[src/rtl/writeback_unit.sv]
// writeback_unit: producer side of the register-file writeback interface.
//
// Collects results from channel A (fixed-point/branch) and channel B (load/store),
// buffers them in an in-order FIFO and retires up to two entries per cycle onto the
// register unit's two writeback ports. Two writes to the same register are never
// issued in one cycle; port 1 always carries the older entry.
//
// Ports:
//   clock_i, reset_i (async, active-low)
//   resA*/resB*       : result channels (valid/address/data in, ready out)
//   reg1*/reg2*       : registered writeback ports (data/address/enable)
//   pendingCount_o    : FIFO occupancy
//   empty_o           : FIFO empty
//
// Optional feature: define WB_BYPASS_EN to let results arriving at an empty FIFO go
// straight to the writeback ports at the same edge (one-edge latency).
module writeback_unit #(
  parameter int unsigned DEPTH  = 4,
  parameter int unsigned ADDR_W = 5,
  parameter int unsigned DATA_W = 64
) (
  input  logic                       clock_i,
  input  logic                       reset_i,
  input  logic                       resAValid_i,
  input  logic [ADDR_W-1:0]          resAAddress_i,
  input  logic [DATA_W-1:0]          resAData_i,
  output logic                       resAReady_o,
  input  logic                       resBValid_i,
  input  logic [ADDR_W-1:0]          resBAddress_i,
  input  logic [DATA_W-1:0]          resBData_i,
  output logic                       resBReady_o,
  output logic [DATA_W-1:0]          reg1WritebackData_o,
  output logic [ADDR_W-1:0]          reg1WritebackAddress_o,
  output logic                       reg1isWriteback_o,
  output logic [DATA_W-1:0]          reg2WritebackData_o,
  output logic [ADDR_W-1:0]          reg2WritebackAddress_o,
  output logic                       reg2isWriteback_o,
  output logic [$clog2(DEPTH+1)-1:0] pendingCount_o,
  output logic                       empty_o
);

  localparam int unsigned CNT_W = $clog2(DEPTH + 1);
  localparam int unsigned PTR_W = (DEPTH > 1) ? $clog2(DEPTH) : 1;

  // Pointer advance with wrap from DEPTH-1 to 0 (DEPTH need not be a power of two).
  function automatic logic [PTR_W-1:0] ptr_add(input logic [PTR_W-1:0] ptr,
                                               input logic [1:0]       inc);
    int unsigned sum;
    sum = 32'(ptr) + 32'(inc);
    if (sum >= DEPTH) sum = sum - DEPTH;
    return PTR_W'(sum);
  endfunction

  logic [ADDR_W-1:0] addr_mem [DEPTH];
  logic [DATA_W-1:0] data_mem [DEPTH];

  logic [PTR_W-1:0] head_q, head_d, tail_q, tail_d, head_nxt, tail_b;
  logic [CNT_W-1:0] count_q, count_d;

  logic enq_a, enq_b, wr_a, wr_b, deq1, deq2;
  logic [1:0] n_enq, n_deq;

  logic              wb1_en_d, wb1_en_q, wb2_en_d, wb2_en_q;
  logic [ADDR_W-1:0] wb1_addr_d, wb1_addr_q, wb2_addr_d, wb2_addr_q;
  logic [DATA_W-1:0] wb1_data_d, wb1_data_q, wb2_data_d, wb2_data_q;

  // Ready depends only on the registered count: no credit for same-cycle retirement.
  assign resAReady_o = (count_q <= CNT_W'(DEPTH - 1));
  assign resBReady_o = (count_q <= CNT_W'(DEPTH - 2));

  assign enq_a = resAValid_i & resAReady_o;
  assign enq_b = resBValid_i & resBReady_o;

  assign head_nxt = ptr_add(head_q, 2'd1);
  assign deq1     = (count_q != '0);
  // Port 2 only retires when it cannot collide with port 1 on the register address.
  assign deq2     = (count_q >= CNT_W'(2)) && (addr_mem[head_nxt] != addr_mem[head_q]);

  always_comb begin
    wr_a       = enq_a;
    wr_b       = enq_b;
    wb1_en_d   = deq1;
    wb1_addr_d = addr_mem[head_q];
    wb1_data_d = data_mem[head_q];
    wb2_en_d   = deq2;
    wb2_addr_d = addr_mem[head_nxt];
    wb2_data_d = data_mem[head_nxt];
`ifdef WB_BYPASS_EN
    // Empty FIFO: nothing is retiring, so incoming results may take the ports directly.
    if (count_q == '0) begin
      if (enq_a) begin
        wr_a       = 1'b0;
        wb1_en_d   = 1'b1;
        wb1_addr_d = resAAddress_i;
        wb1_data_d = resAData_i;
        if (enq_b && (resBAddress_i != resAAddress_i)) begin
          wr_b       = 1'b0;
          wb2_en_d   = 1'b1;
          wb2_addr_d = resBAddress_i;
          wb2_data_d = resBData_i;
        end
      end else if (enq_b) begin
        wr_b       = 1'b0;
        wb1_en_d   = 1'b1;
        wb1_addr_d = resBAddress_i;
        wb1_data_d = resBData_i;
      end
    end
`endif
  end

  assign n_enq   = {1'b0, wr_a} + {1'b0, wr_b};
  assign n_deq   = {1'b0, deq1} + {1'b0, deq2};
  assign tail_b  = wr_a ? ptr_add(tail_q, 2'd1) : tail_q;
  assign head_d  = ptr_add(head_q, n_deq);
  assign tail_d  = ptr_add(tail_q, n_enq);
  assign count_d = count_q + CNT_W'(n_enq) - CNT_W'(n_deq);

  // Entry storage needs no reset: occupancy is tracked by the pointers and count.
  always_ff @(posedge clock_i) begin
    if (wr_a) begin
      addr_mem[tail_q] <= resAAddress_i;
      data_mem[tail_q] <= resAData_i;
    end
    if (wr_b) begin
      addr_mem[tail_b] <= resBAddress_i;
      data_mem[tail_b] <= resBData_i;
    end
  end

  always_ff @(posedge clock_i or negedge reset_i) begin
    if (!reset_i) begin
      head_q     <= '0;
      tail_q     <= '0;
      count_q    <= '0;
      wb1_en_q   <= 1'b0;
      wb1_addr_q <= '0;
      wb1_data_q <= '0;
      wb2_en_q   <= 1'b0;
      wb2_addr_q <= '0;
      wb2_data_q <= '0;
    end else begin
      head_q   <= head_d;
      tail_q   <= tail_d;
      count_q  <= count_d;
      wb1_en_q <= wb1_en_d;
      wb2_en_q <= wb2_en_d;
      // Address/data hold their last value while the enable is low.
      if (wb1_en_d) begin
        wb1_addr_q <= wb1_addr_d;
        wb1_data_q <= wb1_data_d;
      end
      if (wb2_en_d) begin
        wb2_addr_q <= wb2_addr_d;
        wb2_data_q <= wb2_data_d;
      end
    end
  end

  assign reg1isWriteback_o      = wb1_en_q;
  assign reg1WritebackAddress_o = wb1_addr_q;
  assign reg1WritebackData_o    = wb1_data_q;
  assign reg2isWriteback_o      = wb2_en_q;
  assign reg2WritebackAddress_o = wb2_addr_q;
  assign reg2WritebackData_o    = wb2_data_q;
  assign pendingCount_o         = count_q;
  assign empty_o                = (count_q == '0);

endmodule
[config.mk]
export PLATFORM = sky130hd
export DESIGN_NAME = writeback_unit
export DESIGN_NICKNAME = d
export VERILOG_FILES = /design/src/rtl/writeback_unit.sv
export SDC_FILE = /design/constraint.sdc
export NUM_CORES = 1
export LEC_CHECK = 0
export CORE_MARGIN = 4
export CORE_UTILIZATION = 40
export CTS_CLUSTER_SIZE = 30
export DETAILED_ROUTE_END_ITERATION = 10
export GPL_TIMING_DRIVEN = 0
export HOLD_SLACK_MARGIN = 0.1
export PLACE_DENSITY = 0.63
export REMOVE_ABC_BUFFERS = 1
export SKIP_LAST_GASP = 1
export SYNTH_ARGS = -nofsm -noshare
export SYNTH_HDL_FRONTEND = slang
export SYNTH_SLANG_ARGS = --single-unit
[constraint.sdc]
create_clock -name clock_i -period 4.12 [get_ports clock_i]
set_input_delay 0.824 -clock clock_i [delete_from_list [all_inputs] [get_ports clock_i]]
set_output_delay 0.824 -clock clock_i [all_outputs]
set_load 0.005 [all_outputs]
# After elaboration in Yosys (flattened, before gate mapping)
# Memory sizes are Yosys's and may differ from the RTL's. A register that Yosys moved wholly into a read port is not among the register bits.
# Cells that the tools add are included.
# classes
addsub	12
n_mux	9
n_bitwise	2
eq_ne	1
n_reduce_logical	5
n_lt_le_gt_ge	7
# ops
operator	count
3-bit greater-or-equal comparator (second input constant)	4
2-bit two-way mux	5
2-bit by 1-bit subtractor with 2-bit output (second input constant)	4
2-bit by 1-bit adder with 3-bit output (second input constant)	2
2-bit by 2-bit adder with 3-bit output	2
3-bit by 2-bit <= comparator with 1-bit output (second input constant)	2
5-bit != test	1
1-bit by 1-bit adder with 2-bit output	2
1-bit two-way mux	4
3-bit by 2-bit adder with 3-bit output	1
3-bit by 2-bit greater-or-equal comparator with 1-bit output (second input constant)	1
3-bit logical NOT	1
3-bit nonzero test	1
3-bit by 2-bit subtractor with 3-bit output	1
1-bit AND	2
1-bit logical NOT	2
1-bit logical AND	1
# totals
out_inout_bits	146
ff_bits	19
n_memories	2
input_bits	142
mem_bits_rw	276
# mem_list
memory	words	width	read_ports	rd_clocked_by_memory_dff	wr	line_no	text
data_mem	4	64	2	2	2	55	logic [DATA_W-1:0] data_mem [DEPTH];
addr_mem	4	5	2	0	2	54	logic [ADDR_W-1:0] addr_mem [DEPTH];

# Depth between registers and ports, before layout
# An unclocked memory read counts as a cell.
# depth
ltp_word	10
mapped_depth	16
ltp_nobuf	12

# Worst setup path before layout
# Ideal clock, no wire load.
# synth_timing
kind	input to register
startpoint	input port resAValid_i
endpoint	memory addr_mem[2][0] (enable)
path_buffers	1
path_stages	7
slack_ns	0.527
t_arrival_ns	3.167
path_cell_list	nand2b_1 > inv_2 > nor3_1 > a31oi_1 > nor2_1 > buf_2 > a21o_1
# synth_lines
element	line_no	text
from (decl)	24	input logic resAValid_i,
to (decl)	54	

# Final worst setup path
# layout_timing
startpoint	register head_q[0]
endpoint	register count_q[2], in the netlist pendingCount_o[2]
# layout_between
elab_chain_cells	8
# layout_lines
element	line_no	text
from (decl)	57	logic [PTR_W-1:0] head_q, head_d, tail_q, tail_d, head_nxt, tail_b;
from (signal assigned)	133	head_q <= '0;
from (signal assigned)	143	head_q <= head_d;
2-bit by 1-bit adder with 3-bit output	49	sum = 32'(ptr) + 32'(inc);
3-bit greater-or-equal comparator or 2-bit by 1-bit subtractor with 2-bit output (tied branches)	50	if (sum >= DEPTH) sum = sum - DEPTH;
2-bit two-way mux	50	
memory read 4 x 5 bit (*)	n/a	
5-bit != test (*)	77	assign deq2 = (count_q >= CNT_W'(2)) && (addr_mem[head_nxt] != addr_mem[head_q]);
1-bit logical AND (*)	77	
named net deq2	60	logic enq_a, enq_b, wr_a, wr_b, deq1, deq2;
1-bit by 1-bit adder with 2-bit output (*)	113	assign n_deq = {1'b0, deq1} + {1'b0, deq2};
3-bit by 2-bit subtractor with 3-bit output (*)	117	assign count_d = count_q + CNT_W'(n_enq) - CNT_W'(n_deq);
named net count_d[2]	58	logic [CNT_W-1:0] count_q, count_d;
to (signal assigned)	145	count_q <= count_d;
to (decl)	58	
# The timed path passes the listed nets; every way through them passes the cells marked *.
# A chain may end at the register's enable or synchronous reset.

==> results.tsv <==
stage	metric	value	unit
worst_setup_path	worstSetupEndpointType	flip-flop	
clock_network	clockBufferDepth	3	
worst_setup_path	cp_cell_sequence	buf_16 -> mux2i_1 -> xor2_2 -> and3_4 -> buf_12 -> o211a_4 -> nor2_1 -> ha_1 -> ha_1 -> inv_1 -> ha_1 -> fa_1 -> xnor2_1 -> xnor2_1	
flow_run	max_cap_violations	0	
worst_setup_path	reg2regPathDepth	14	
floorplan	start_util	40.3	%
hold_path	hp-class	input pin to asynchronous set/reset pin	
floorplan	fp.dieW	244	um
status	status	finished clean	
route	wl_met2	34.7	mm
sta	fin_skew	15.7	ps
floorplan	rows	86	
global_route	grt_first_pass_wirelength	102	mm
cells_and_area	layout-drive-gt1-share	39.6	%
route	drt-total-wl	68.3	mm
cells_and_area	area_growth	27.7	%
sta	hold_violations	0	
route	drtIter0Drc	925	
clock_network	cts_tree	done	
clock_network	clkSlewWorstSetupHoldPaths	60	ps
worst_setup_path	reg2reg_from	head_q[0]	
synth	ys_seq_elements	423	
synth	synth_top_area_cell	edfxtp_1	
worst_setup_path	timing.rr.end	pendingCount_o[2]	
sta	fin_crit	3850	ps
clock_network	numCtsBuffers	49	
synth	synth_common_cells	mux2_2 (306), edfxtp_1 (276), dfrtp_1 (147), nand2_1 (142), mux4_2 (140)	
clock_network	holdBufCountCts	0	
sta	fin_ws	265	ps
floorplan	io_pins	288	
global_route	grt_max_degree	85	
floorplan	coreArea	0.0551	sq mm
power_and_ir_drop	p_leak	10.1	nW
synth	ys_types	36	
sta	fin_crit_sh	93.6	%
synth	synthCells	1381	
worst_setup_path	worstPathMaxFanout	38	
worst_setup_path	cp_top_family	adder cells	
worst_setup_path	slowest_stage	dfrtp_4	
worst_setup_path	path_buf_inv	3	
route	wire_per_inst	27.9	um
synth	avgSynthCellArea	16.1	sq um
floorplan	die_h	244	um
power_and_ir_drop	ir_worst_vdd	1.06	mV
cells_and_area	final_cells	2451	
power_and_ir_drop	power	0.0230	W
worst_setup_path	cpMostUsedCell	ha_1	
worst_setup_path	cp_data_required_time	4630	ps
sta	finalSetupViolCount	0	
synth	yosys.area.top_type_share	37.3	%
global_route	antenna_found_initial	4	
synth	synthesis.area	0.0222	sq mm
sta	finalMaxSlewViolations	0	
sta	maxSlewHeadroom	32.9	%
worst_setup_path	cp_slowest_stage_delay	480	ps
placed_design	post-place-cells	2334	
worst_setup_path	worst_setup_path_start_kind	flip-flop	
sta	worst_pin_slew	1000	ps
placed_design	dpl-instance-area	0.0265	sq mm
worst_setup_path	r2r_setup_slack	270	ps
placed_design	gp_congestion	0.723	
global_route	grt_pass1_vias	15500	
sta	fmax	259	MHz
route	vias	14200	
synth	ys_warn_count	0	
clock_network	clkLatencyLatePin	590	ps
power_and_ir_drop	power_density	812	mW/mm^2
route	top_layer	met4	
route	ant_nets	0	
clock_network	htreeDepth	2	
clock_network	root_buffer	clkbuf_16	
synth	synthFlopType	edfxtp_1	
route	met3_wirelength	4.00	mm
synth	yosysMostFrequentCell	mux2_2	
route	firstDrtPassIters	5	
worst_setup_path	cp_data_arrival_time	4370	ps
cells_and_area	finish.utilization	51.5	%
synth	synthArstFlopShare	34.8	%
placed_design	hpwl	39.6	mm
cells_and_area	fin_nets	1809	
sta	rsz0062_at_grt	no	
cells_and_area	num-fill-cells	4639	
placed_design	numPortBuffers	287	
route	met1Wirelength	28.6	mm
synth	synth-seq-area-share	53.9	%
placed_design	place_ws	-1240	ps
synth	synth_edf_count	276	
route	via_per_inst	5.81	
synth	synth_area_leaders	edfxtp_1 (37%), dfrtp_1 (17%), mux2_2 (16%), mux4_2 (14%), o211ai_2 (3.9%)	
cells_and_area	stdcell_area	0.0284	sq mm
route	drc	0	
global_route	overflow	0	
clock_network	cts.sink_count	423	
worst_setup_path	crit_type	flip-flop to flip-flop	
floorplan	dieArea	0.0594	sq mm
global_route	grt_use_total	22.9	%
cell usage in the layout (no fill, tap or decap), drive strengths merged:
cell type      count
mux2             345
clkdlybuf4s50    286
edfxtp           276
dfrtp            147
nand2            142
mux4             140
clkbuf            72
o2111ai           69
o211ai            69
buf               53
clkinv            14
inv               12
xnor2             10
ha                10
xor2              10
diode              7
mux2i              7
nor2               5
nand3              3
a21o               3
bufinv             3
nor3               3
and3               3
a31oi              2
fa                 2
a21oi              2
o211a              2
nand2b             1
o31ai              1
or3                1
or2                1
clkinvlp           1
bufbuf             1
layer usage:
metal | vias up | track usage [%]
met5 | - | 0
met4 | 0 | 4.74
met3 | 82 | 4.62
met2 | 451 | 39.8
met1 | 7562 | 30.0
li1 | 6136 | -
how the worst max path moves through the flow:
stage / to / depth (start not counted) / startpoint
after floorplan: pendingCount_o[2] / 12 / head_q[0]
after global placement: pendingCount_o[2] / 12 / head_q[0]
after detailed placement: pendingCount_o[2] / 14 / head_q[1]
after CTS: pendingCount_o[2] / 14 / head_q[1]
after global routing: pendingCount_o[2] / 14 / head_q[1]
final: pendingCount_o[2] / 14 / head_q[0]
logic make-up (layout without fill, tap and decap cells):
group	count (synthesis)	count (layout)	share of synthesized area, %
adder cells (fa/ha/maj)	12	12	0.743
XOR/XNOR	20	20	0.788
other	0	7	0
buffers and inverters	130	442	2.84
AO/OA/AOI/OAI	147	148	6.89
flip-flops	423	423	53.9
AND/OR/NAND/NOR	157	159	2.82
multiplexers	492	492	32.1
where the power goes:
part           total (W)  internal [W]  switching, W
clock            0.00446       0.00265       0.00181
sequential       0.00723       0.00632      0.000904
combinational     0.0114       0.00580       0.00557
cell type report:
class	instances	area [sq um]	share of cell area (%)
clock buffer	72	1470	5.16
clock inverter	20	181	0.639
sequential	423	12000	42.2
inverter	10	37.5	0.132
timing repair buffer	340	4020	14.2
tap	748	936	3.30
multi-input combinational	831	9750	34.4
antenna	7	17.5	0.0617
timing repair:
action | CTS | global route
cloned | 4 | 0
gates resized for setup | 2 | 0
setup buffers | 10 | 4
pin swaps | 4 | 2
endpoints found under the setup margin | 5 | 1
hold endpoints to repair | 0 | 0
registers in the layout, summed over array words and instances, names as in the netlist:
| name | flops |
|---|---|
| pendingCount_o | 3 |
| reg2isWriteback_o | 1 |
| reg2WritebackAddress_o | 5 |
| tail_q | 2 |
| reg1WritebackAddress_o | 5 |
| data_mem | 256 |
| reg1WritebackData_o | 64 |
| addr_mem | 20 |
| reg1isWriteback_o | 1 |
| reg2WritebackData_o | 64 |
| head_q | 2 |
per-stage QoR:
step            TNS, ps  hold slack [ps]
2_1_floorplan  -1271510              505
3_3_place_gp   -5378040              490
3_5_place_dp      -3520              495
4_1_cts               0              205
5_1_grt               0              216
6_report              0              194
No activity file was read; power rests on OpenSTA's default activity.
